### config.mk
export PLATFORM = sky130hd
export DESIGN_NAME = mc_controller
export DESIGN_NICKNAME = d
export VERILOG_FILES = /design/src/rtl/riscv_pkg.sv /design/src/rtl/alu_dec.sv /design/src/rtl/mc_controller.sv
export SDC_FILE = /design/constraint.sdc
export NUM_CORES = 1
export LEC_CHECK = 0
export BUFFER_PORTS_ARGS = -buffer_cell sky130_fd_sc_hd__clkbuf_2
export CORE_MARGIN = 2
export CORE_UTILIZATION = 36
export DETAILED_ROUTE_END_ITERATION = 10
export GPL_ROUTABILITY_DRIVEN = 0
export GPL_TIMING_DRIVEN = 0
export PLACE_DENSITY_LB_ADDON = 0.12
export SYNTH_ARGS = -nofsm -noshare
export SYNTH_HDL_FRONTEND = slang
export SYNTH_HIERARCHICAL = 1
export SYNTH_SLANG_ARGS = --single-unit
### constraint.sdc
create_clock -name clk -period 2.6 [get_ports clk]
set_clock_uncertainty 0.15 [all_clocks]
set_input_delay 0.78 -clock clk [delete_from_list [all_inputs] [get_ports clk]]
set_output_delay 0.78 -clock clk [all_outputs]
set_load 0.05 [all_outputs]
### src/rtl/riscv_pkg.sv
// riscv_pkg: shared definitions for the RISC-V control path.
// Holds the multicycle FSM state type, the opcodes the controller
// recognises, the 3-bit ALU control codes and the internal aluop codes.
package riscv_pkg;

  typedef enum logic [3:0] {
    ST_FETCH,
    ST_DECODE,
    ST_MEMADR,
    ST_MEMREAD,
    ST_MEMWB,
    ST_MEMWRITE,
    ST_EXECUTER,
    ST_EXECUTEI,
    ST_ALUWB,
    ST_BEQ,
    ST_JAL
  } mc_state_t;

  localparam logic [6:0] OP_LW  = 7'b0000011;
  localparam logic [6:0] OP_SW  = 7'b0100011;
  localparam logic [6:0] OP_R   = 7'b0110011;
  localparam logic [6:0] OP_I   = 7'b0010011;
  localparam logic [6:0] OP_BEQ = 7'b1100011;
  localparam logic [6:0] OP_JAL = 7'b1101111;

  localparam logic [2:0] ALU_ADD = 3'b000;
  localparam logic [2:0] ALU_SUB = 3'b001;
  localparam logic [2:0] ALU_AND = 3'b010;
  localparam logic [2:0] ALU_OR  = 3'b011;
  localparam logic [2:0] ALU_SLT = 3'b101;

  localparam logic [1:0] ALUOP_ADD   = 2'b00;
  localparam logic [1:0] ALUOP_SUB   = 2'b01;
  localparam logic [1:0] ALUOP_FUNCT = 2'b10;

endpackage

### src/rtl/alu_dec.sv
// alu_dec: combinational ALU decoder, shared with the single-cycle core.
// Ports:
//   aluop      in  2 : operation class from the main controller
//   funct3     in  3 : IR[14:12]
//   opb5       in  1 : op[5], distinguishes R-type from I-type
//   funct7b5   in  1 : IR[30]
//   alucontrol out 3 : ALU operation code
module alu_dec
  import riscv_pkg::*;
(
  input  logic [1:0] aluop,
  input  logic [2:0] funct3,
  input  logic       opb5,
  input  logic       funct7b5,
  output logic [2:0] alucontrol
);

  always_comb begin
    alucontrol = ALU_ADD;
    case (aluop)
      ALUOP_SUB: alucontrol = ALU_SUB;
      ALUOP_FUNCT: begin
        case (funct3)
          // funct7b5 only selects sub for R-type; addi may have IR[30] set
          3'b000:  alucontrol = (opb5 & funct7b5) ? ALU_SUB : ALU_ADD;
          3'b010:  alucontrol = ALU_SLT;
          3'b110:  alucontrol = ALU_OR;
          3'b111:  alucontrol = ALU_AND;
          default: alucontrol = ALU_ADD;
        endcase
      end
      default: alucontrol = ALU_ADD;
    endcase
  end

endmodule

### src/rtl/mc_controller.sv
// mc_controller: multicycle control unit for the shared RISC-V datapath.
// Moore main FSM (fetch/decode/execute/memory/writeback) plus the ALU
// decoder; pcwrite is the only output that also depends on flags.
// Ports:
//   clk, reset        : rising-edge clock, async active-high reset to FETCH
//   op, funct3, funct7b5 : instruction fields from IR
//   flags             : {V,C,N,Z} from the ALU, only Z is used (BEQ)
//   pcwrite, adrsrc, memwrite, irwrite, regwrite : datapath enables/selects
//   resultsrc, alusrca, alusrcb, immsrc, alucontrol : datapath mux/ALU codes
//   illegal           : one-cycle pulse in DECODE on an unsupported opcode
module mc_controller
  import riscv_pkg::*;
(
  input  logic       clk,
  input  logic       reset,
  input  logic [6:0] op,
  input  logic [2:0] funct3,
  input  logic       funct7b5,
  input  logic [3:0] flags,
  output logic       pcwrite,
  output logic       adrsrc,
  output logic       memwrite,
  output logic       irwrite,
  output logic [1:0] resultsrc,
  output logic [2:0] alucontrol,
  output logic [1:0] alusrca,
  output logic [1:0] alusrcb,
  output logic [1:0] immsrc,
  output logic       regwrite,
  output logic       illegal
);

  mc_state_t  state, next;
  logic [1:0] aluop;
  logic       pcupdate, branch;
  logic       unused_flags;

  assign unused_flags = ^flags[3:1];

  always_ff @(posedge clk or posedge reset) begin
    if (reset) state <= ST_FETCH;
    else       state <= next;
  end

  always_comb begin
    next = ST_FETCH;
    case (state)
      ST_FETCH:  next = ST_DECODE;
      ST_DECODE: begin
        case (op)
          OP_LW, OP_SW: next = ST_MEMADR;
          OP_R:         next = ST_EXECUTER;
          OP_I:         next = ST_EXECUTEI;
          OP_BEQ:       next = ST_BEQ;
          OP_JAL:       next = ST_JAL;
          default:      next = ST_FETCH;
        endcase
      end
      ST_MEMADR:   next = op[5] ? ST_MEMWRITE : ST_MEMREAD;
      ST_MEMREAD:  next = ST_MEMWB;
      ST_EXECUTER: next = ST_ALUWB;
      ST_EXECUTEI: next = ST_ALUWB;
      ST_JAL:      next = ST_ALUWB;
      default:     next = ST_FETCH;
    endcase
  end

  always_comb begin
    adrsrc    = 1'b0;
    memwrite  = 1'b0;
    irwrite   = 1'b0;
    resultsrc = 2'b00;
    alusrca   = 2'b00;
    alusrcb   = 2'b00;
    regwrite  = 1'b0;
    illegal   = 1'b0;
    aluop     = ALUOP_ADD;
    pcupdate  = 1'b0;
    branch    = 1'b0;
    case (state)
      ST_FETCH: begin
        irwrite   = 1'b1;
        alusrcb   = 2'b10;
        resultsrc = 2'b10;
        pcupdate  = 1'b1;
      end
      ST_DECODE: begin
        alusrca = 2'b01;
        alusrcb = 2'b01;
        illegal = !(op inside {OP_LW, OP_SW, OP_R, OP_I, OP_BEQ, OP_JAL});
      end
      ST_MEMADR: begin
        alusrca = 2'b10;
        alusrcb = 2'b01;
      end
      ST_MEMREAD: adrsrc = 1'b1;
      ST_MEMWB: begin
        resultsrc = 2'b01;
        regwrite  = 1'b1;
      end
      ST_MEMWRITE: begin
        adrsrc   = 1'b1;
        memwrite = 1'b1;
      end
      ST_EXECUTER: begin
        alusrca = 2'b10;
        aluop   = ALUOP_FUNCT;
      end
      ST_EXECUTEI: begin
        alusrca = 2'b10;
        alusrcb = 2'b01;
        aluop   = ALUOP_FUNCT;
      end
      ST_ALUWB: regwrite = 1'b1;
      ST_BEQ: begin
        alusrca = 2'b10;
        aluop   = ALUOP_SUB;
        branch  = 1'b1;
      end
      ST_JAL: begin
        alusrca  = 2'b01;
        alusrcb  = 2'b10;
        pcupdate = 1'b1;
      end
      default: ;
    endcase
  end

  assign pcwrite = pcupdate | (branch & flags[0]);

  always_comb begin
    case (op)
      OP_SW:   immsrc = 2'b01;
      OP_BEQ:  immsrc = 2'b10;
      OP_JAL:  immsrc = 2'b11;
      default: immsrc = 2'b00;
    endcase
  end

  alu_dec u_alu_dec (
    .aluop      (aluop),
    .funct3     (funct3),
    .opb5       (op[5]),
    .funct7b5   (funct7b5),
    .alucontrol (alucontrol)
  );

endmodule
Yosys cells after proc, flatten, opt, wreduce, memory -nomap -nowiden
Cells that the tools add are included.

Output and inout bits: 17. Flip-flop bits (word level): 4. Bits of input ports: 17. Logic and storage cells: 56.

Eq/ne operators: 21. Reductions and logical operators: 13. Bitwise operators: 3. Multiplexer cells: 18.

Operator list (number): $pmux 4 s5 (2); $eq 4x3->1 const B (4); $pmux 2 s2 (4); $eq 7x6->1 const B (2); $eq 7x7->1 const B (2); $eq 4x4->1 const B (3); $pmux 3 s4 (1); $reduce_or 2->1 (6); $eq 4x2->1 const B (2); $mux 1 (8); $eq 7x2->1 const B (1); $eq 7x5->1 const B (1); $eq 3x3->1 const B (2); $pmux 2 s3 (1); $pmux 3 s2 (1); $reduce_bool 6->1 (1); $reduce_or 3->1 (2); $eq 4x1->1 const B (1); $logic_not 4->1 (1); $reduce_or 4->1 (1); $eq 3x2->1 const B (1); $logic_not 3->1 (1); $mux 3 (1); $and 1x1->1 (2); other kinds (4) (4).

Logic depth before layout (Yosys ltp)
Gate-level depths: netlist of run 1.

Depth after elaboration: 5. Gate-level depth with buffers: 7. Mapped depth without buffers: 6.

By module
The synthesis of run 1 kept the hierarchy.

Modules (own cells, without submodules): mc_controller (instances 1, cells each 57, area each 431.7 um^2); alu_dec (instances 1, cells each 11, area each 96.3 um^2).

Least setup slack after synthesis of run 1
OpenSTA, ideal clock, no wires.

Path kind: register -> output. Start: register state[2]. End: output port alucontrol[2]. Path slack: -1.483 ns. Data required time: 1.670 ns. Path buffers: 1. Arrival: 3.153 ns. Stages on the path, launching flop included: 6. Cell sequence: dfrtp_1 > clkbuf_1 > nor4b_1 > inv_1 > ha_1 > nor4b_1.

Word-level cells in the longest chain between the ends: 5. Elaborated cells on any way between the ends: 8.

Ends and longest elaborated chain: start: declaration (RTL line mc_controller.sv:33) `mc_state_t state, next;`; start signal: assignment (RTL line mc_controller.sv:42) `else state <= next;`; $eq 4x3->1 (RTL line mc_controller.sv:80) `case (state)`; $reduce_or 2->1 (no source line); $pmux 2 s2 (*) (RTL line mc_controller.sv:80); via aluop[0] (RTL line mc_controller.sv:34) `logic [1:0] aluop;`; $eq 2x2->1 / $eq 2x1->1 (equally long branches) (RTL line alu_dec.sv:20) `case (aluop)`; $pmux 3 s2 (*) (RTL line alu_dec.sv:20); end: declaration (RTL line mc_controller.sv:25) `output logic [2:0] alucontrol,`.

Mark *: on every way through the listed nets, which the timed path passes. The rest lies on a longest branch.

Final worst setup path of run 1
Start: register state[0]. End: output port alucontrol[1].

The elaborated chain is that of the path after synthesis.

==> reports/results.tsv, run 1 <==
metric	value	unit
r2r-end	state[2]	
synth_simple_gate_area_share	41.9	%
worst_path_max_delay_cell	dfrtp_1	
netlist_area	528	sq um
timing.reg2reg.setup_slack	770	ps
clock_transition_at_the_registers_of_the_reported_paths	40	ps
pin_count	34	
status	finished, violations left	
grt_overflow_total	0	
tritoncts	done	
fin_nets	137	
post_dp_cell_area	835	sq um
ys_dominant_reg_cell	dfrtp_1	
synth_xor_area_share	6.64	%
setup.worst_path.end_class	primary output	
most_flop_heavy_register	state	
layout_worst_path_cycle_share	109	%
postSynthRegisterBits	4	
synth-edff-count	0	
slew-limit-headroom	79.2	%
worst_slew_pin_slew	311	ps
first_pass_iters	3	
hp-class	in -> async	
antenna_cells_inserted	0	
final-hold-violation-count	0	
finalWirelength	1810	um
detailedRoute.firstIterationViolations	16	
largest_reg_flops	4	
routed_wirelength_normalized_by_instance_count	13.8	um
syn-instance-count	68	
ys_types	33	
power.leakage	0.513	nW
clock_insertion_delay_worst_skew	240	ps
die_width	42.3	um
worst-endpoint-required	1670	ps
placement.io_buffers	30	
wire_length_of_the_first_global_routing_pass	2780	um
synth_seq_area_share	19.0	%
h-tree-depth	1	
finalWorstPathRequiredPeriod	2830	ps
final_area	1090	sq um
dp.final_hpwl	1150	um
max_cap_viol_count	0	
dieHeight	42.3	um
setup.worst_path.start_class	flop	
drive_gt1_share	65.5	%
cp.arrival	1900	ps
critPathKind	reg -> out	
fmax	0.354	GHz
post-route-drc-count	0	
grt_pass1_vias	641	
finalWorstSetupSlack	-227	ps
cts_inserted_buffers	3	
fp.coreArea	1330	sq um
antenna_violations_before_repair	0	
clock_sinks	4	
critical_path.cell_chain	inv_2 > nor4b_4 > inv_1 > ha_4 > and4b_2 > buf_8	
vias	698	
fp.dieArea	1790	sq um
synth_mux_area_share	0	%
ys_async_sr_fraction	100	%
violations	negative setup slack	
startpoint_of_the_lowest_slack_register_to_register_path	state[2]	
grt_start_max_net_pins	11	
rr_worst_depth	4	
synth_fp_nets	87	
routed_via_density	5.33	
postSynthAreaPerCell	7.76	sq um
yosys_warnings	6	
worstPathBufferInverterCount	3	
report.power.total	0.767	mW
vdd.ir_drop.worst	0.648	mV
worst_case_clock_buffer_depth	2	
finalMaxSlewViolations	0	
detail-route-antenna-nets	0	
syn_to_final_growth	106	%
power-per-cell-area	704	nW/um^2
cts_root_buffer	clkbuf_4	
unrepaired_setup_endpoints_after_global_routing	true	
biggestRegsByFlops	state x4	
critical_path_peak_fanout	6	
post-route-util	81.7	%
rows	13	
start_util	39.6	%
post_synth_fa_ha_maj_area_fraction	4.74	%
cts_hold_repair.buffers	0	
final-setup-viol-count	5	
synth_compound_area_share	18.2	%
dominant_combinational_cell_family_by_area_after_synthesis	simple AND/OR/NAND/NOR gates	
cpPeakStageDelay	370	ps
timing.critical_path.max_delay_family	simple AND/OR/NAND/NOR gates	
grt_use_total	20.4	%
## synthesized netlist by cell type, types with 2 or more instances
cell | number | area (sq um)
nor3_1 | 8 | 40.0
inv_1 | 7 | 26.3
nor2_1 | 5 | 18.8
dfrtp_1 | 4 | 100
clkbuf_1 | 3 | 11.3
nor4b_1 | 3 | 26.3
or3_1 | 3 | 18.8
a21oi_1 | 2 | 10.0
ha_1 | 2 | 25.0
nand2_1 | 2 | 7.51
nand3b_1 | 2 | 15.0
nor3b_1 | 2 | 15.0
o21ai_0 | 2 | 10.0
o22ai_1 | 2 | 12.5
xnor2_1 | 2 | 17.5
xor2_1 | 2 | 17.5
## per-stage QoR
step	setup TNS [ps]	setup WS [ps]	hold slack (ps)	std cells
global route	-1390	-366	249	131
finish	-837	-227	234	131
detailed placement	-878	-390	490	113
CTS	-887	-269	241	122
global placement	-773	-392	481	113
floorplan	-683	-242	396	68
## per-layer routing
| layer | vias to the layer above | track usage, % | share of wire [%] |
|---|---|---|---|
| li1 | 344 | - | - |
| met1 | 333 | 21.4 | 39 |
| met2 | 19 | 39.4 | 56 |
| met3 | 2 | 5.17 | 4.0 |
| met4 | 0 | 5.63 | 0.50 |
| met5 | - | 0 | 0 |
## repair_timing
action / in CTS / in global routing
setup buffers: 6 / 10
pin swaps: 5 / 7
gates resized for setup: 20 / 24
endpoints found under the setup margin: 11 / 11
## worst max-delay path by stage
stage                  start            end  slack, ps  depth (start not counted)
floorplan              op[4]      immsrc[0]       -240                          3
global placement       op[4]      immsrc[0]       -390                          5
detailed placement     op[4]      immsrc[0]       -390                          5
CTS                 state[2]  alucontrol[1]       -270                          6
global route        state[0]  alucontrol[2]       -370                          6
finish              state[0]  alucontrol[1]       -230                          6
## area by class of cell
type,instances,area (sq um)
multi-input combinational,52,524
timing repair buffer,45,352
fill,84,244
sequential,4,101
buffer,5,45.0
inverter,7,26.3
clock buffer,3,22.5
tap,15,18.8
## logic make-up after synthesis
| group | count (synthesis) |
|---|---|
| flops | 4 |
| buf+inv | 12 |
| fa+ha+maj | 2 |
| compound gates | 12 |
| xor+xnor | 4 |
| simple gates | 34 |
## where the power goes
group          switching [mW]  internal (mW)
sequential             0.0100         0.0727
combinational           0.394          0.209
clock                  0.0289         0.0519
total                   0.433          0.334
## placed cells by master, fill, tap and decap left out, types with 3 or more instances in the layout
cell type,count
or3_1,3
clkbuf_4,5
buf_6,4
buf_8,5
nor3_2,4
buf_4,16
inv_1,6
buf_2,3
clkbuf_8,3
nor3_4,4
clkbuf_2,17
nor2_1,4
dfrtp_1,3
(Power assumes the default switching activity.)
==> run 2, diff against run 1 <==
--- a/config.mk
+++ b/config.mk
@@ -12,6 +12,7 @@
 export GPL_ROUTABILITY_DRIVEN = 0
 export GPL_TIMING_DRIVEN = 0
 export PLACE_DENSITY_LB_ADDON = 0.12
+export RECOVER_POWER = 100
 export SYNTH_ARGS = -nofsm -noshare
 export SYNTH_HDL_FRONTEND = slang
 export SYNTH_HIERARCHICAL = 1
==> run 2 against run 1 <==
  * The flow still finishes with violations (negative setup slack)
  * Power down 0.25%
  * Die area unchanged
  * Utilization down 1.2 points
  * Routed wire length up 0.17%
  * Cell area down 1.5%
  * Critical path depth unchanged
  * Hold slack better by 0.69 ps
==> reports/results.tsv, run 2 (synthesis gave the netlist of run 1 again) <==
metric	value	unit	change
status	finished, violations left		
violations	negative setup slack		
placement.io_buffers	30		unchanged
start_util	39.6	%	unchanged
cpPeakStageDelay	370	ps	about the same
setup.worst_path.start_class	flop		
cts_inserted_buffers	3		unchanged
startpoint_of_the_lowest_slack_register_to_register_path	state[2]		
swShare	56.6	%	+0.11 points
pin_count	34		unchanged
clock_transition_at_the_registers_of_the_reported_paths	40	ps	about the same
grt_pass1_vias	641		unchanged
first_pass_iters	4		+1
cts_root_buffer	clkbuf_4		
die_width	42.3	um	unchanged
fp.dieArea	1790	sq um	unchanged
setup.worst_path.end	alucontrol[1]		
antenna_cells_inserted	0		unchanged
dpl_worst_slack	-390	ps	unchanged
vdd.ir_drop.worst	0.650	mV	+0.30%
final.setup.tns	-846	ps	-9.19 ps
timing.reg2reg.setup_slack	710	ps	-60 ps
cp.arrival	1900	ps	about the same
layout_worst_path_cycle_share	109	%	+0.14 points
clock_sinks	4		unchanged
worst_case_clock_buffer_depth	2		unchanged
syn_to_final_growth	103	%	
fmax	0.353	GHz	-0.13%
final-setup-viol-count	5		unchanged
setup.worst_path.end_class	primary output		
slew-limit-headroom	60.8	%	-18 points
h-tree-depth	1		unchanged
tritoncts	done		
critical_path_peak_fanout	6		unchanged
rows	13		unchanged
cell_internal_pwr	0.332	mW	-0.50%
vias	703		+0.72%
worst_slew_pin_slew	591	ps	+280 ps
seq_power_share	10.8	%	about the same
critPathKind	reg -> out		
wire_length_of_the_first_global_routing_pass	2780	um	unchanged
r2r-end	state[2]		
grt_start_max_net_pins	11		unchanged
grt_overflow_total	0		unchanged
power.leakage	0.503	nW	-1.9%
num-fill-cells	87		+3.6%
max_cap_viol_count	0		unchanged
rr_worst_depth	4		unchanged
p_sw	0.433	mW	about the same
critical_path.cell_chain	inv_2 > nor4b_4 > inv_1 > ha_4 > and4b_2 > buf_8		
dieHeight	42.3	um	unchanged
routed_wirelength_normalized_by_instance_count	13.9	um	+0.17%
power-per-cell-area	713	nW/um^2	+1.3%
detailedRoute.firstIterationViolations	18		+2
finalWorstPathRequiredPeriod	2830	ps	+3.64 ps
unrepaired_setup_endpoints_after_global_routing	true		
mostFrequentLayoutCell	clkbuf_2		
finalMaxSlewViolations	0		unchanged
dp.final_hpwl	1150	um	unchanged
largest_reg_flops	4		unchanged
drive_gt1_share	62.9	%	-2.6 points
clockPowerShare	10.5	%	about the same
final-hold-violation-count	0		unchanged
setup.worst_path.start	state[0]		
report.power.total	0.765	mW	-0.25%
clock_insertion_delay_worst_skew	240	ps	about the same
most_flop_heavy_register	state		
fin_worst_hold_slack	234	ps	+0.688 ps
finalWorstSetupSlack	-231	ps	-3.64 ps
routed_via_density	5.37		+0.72%
worst_path_max_delay_cell	dfrtp_1		
layout.area.seq	101	sq um	unchanged
fin_nets	137		unchanged
multi_input_area	517	sq um	-1.4%
biggestRegsByFlops	state x4		
cts_hold_repair.buffers	0		unchanged
p_comb_share	78.7	%	about the same
post-route-drc-count	0		unchanged
detail-route-antenna-nets	0		unchanged
grt_use_total	20.4	%	unchanged
antenna_violations_before_repair	0		unchanged
layout_common_cells	16 x clkbuf_2, 15 x buf_4, 6 x inv_1, 6 x clkbuf_4, 5 x buf_8		
worst-endpoint-required	1670	ps	about the same
finalWirelength	1820	um	+0.17%
fp.coreArea	1330	sq um	unchanged
hp-class	in -> async		
==> run 2: layout make-up <==
type                            count  area share, %
Buffer                              5           4.20
Clock buffer                        3           2.10
Inverter                            7           2.45
Multi-Input combinational cell     52           48.1
Sequential cell                     4           9.44
Tap cell                           15           1.75
Timing Repair Buffer               45           31.9
==> run 2: repair_timing <==
item	in CTS	in global routing
setup endpoints to repair	11	11
gates resized for setup	20	24
pin swaps	5	7
setup buffers	6	10
==> run 2: worst max-delay path: cells and delay by family (launching register included) <==
kind | cells | cell delay [ps]
and+or+nand+nor | 2 | 590
DFF | 1 | 370
buffers and inverters | 3 | 370
adders and majority gates | 1 | 320
==> run 2: worst min path at each step <==
stage                     slack (ps)        to      from
final                            230  state[2]     reset
after global routing             250  state[2]     reset
after detailed placement         490  state[1]  state[3]
after global placement           480  state[1]  state[3]
after floorplan                  400  state[0]     reset
after CTS                        240  state[2]     reset
==> run 2: through the flow <==
stage	instance area, sq um	instances	utilization (%)
after CTS	980	122	73.5
final	1070	131	80.5
after floorplan	666	68	-
after global placement	835	113	62.6
after global routing	1070	131	80.5
after detailed placement	835	113	62.6
==> run 2: power groups by stage <==
stage               clock [mW]  combinational [mW]  sequential (mW)
global placement             0               0.509           0.0806
finish                  0.0802               0.602           0.0830
floorplan                    0               0.419           0.0789
global route            0.0907               0.628           0.0842
detailed placement           0               0.512           0.0807
CTS                     0.0809               0.559           0.0799
==> run 2: layer usage <==
| metal | GRT usage (%) | vias to the layer above | part of all wire (%) |
|---|---|---|---|
| li1 | - | 345 | - |
| met1 | 21.4 | 335 | 38 |
| met2 | 39.4 | 21 | 57 |
| met3 | 5.17 | 2 | 4.2 |
| met4 | 5.63 | 0 | 0.44 |
| met5 | 0 | - | 0 |
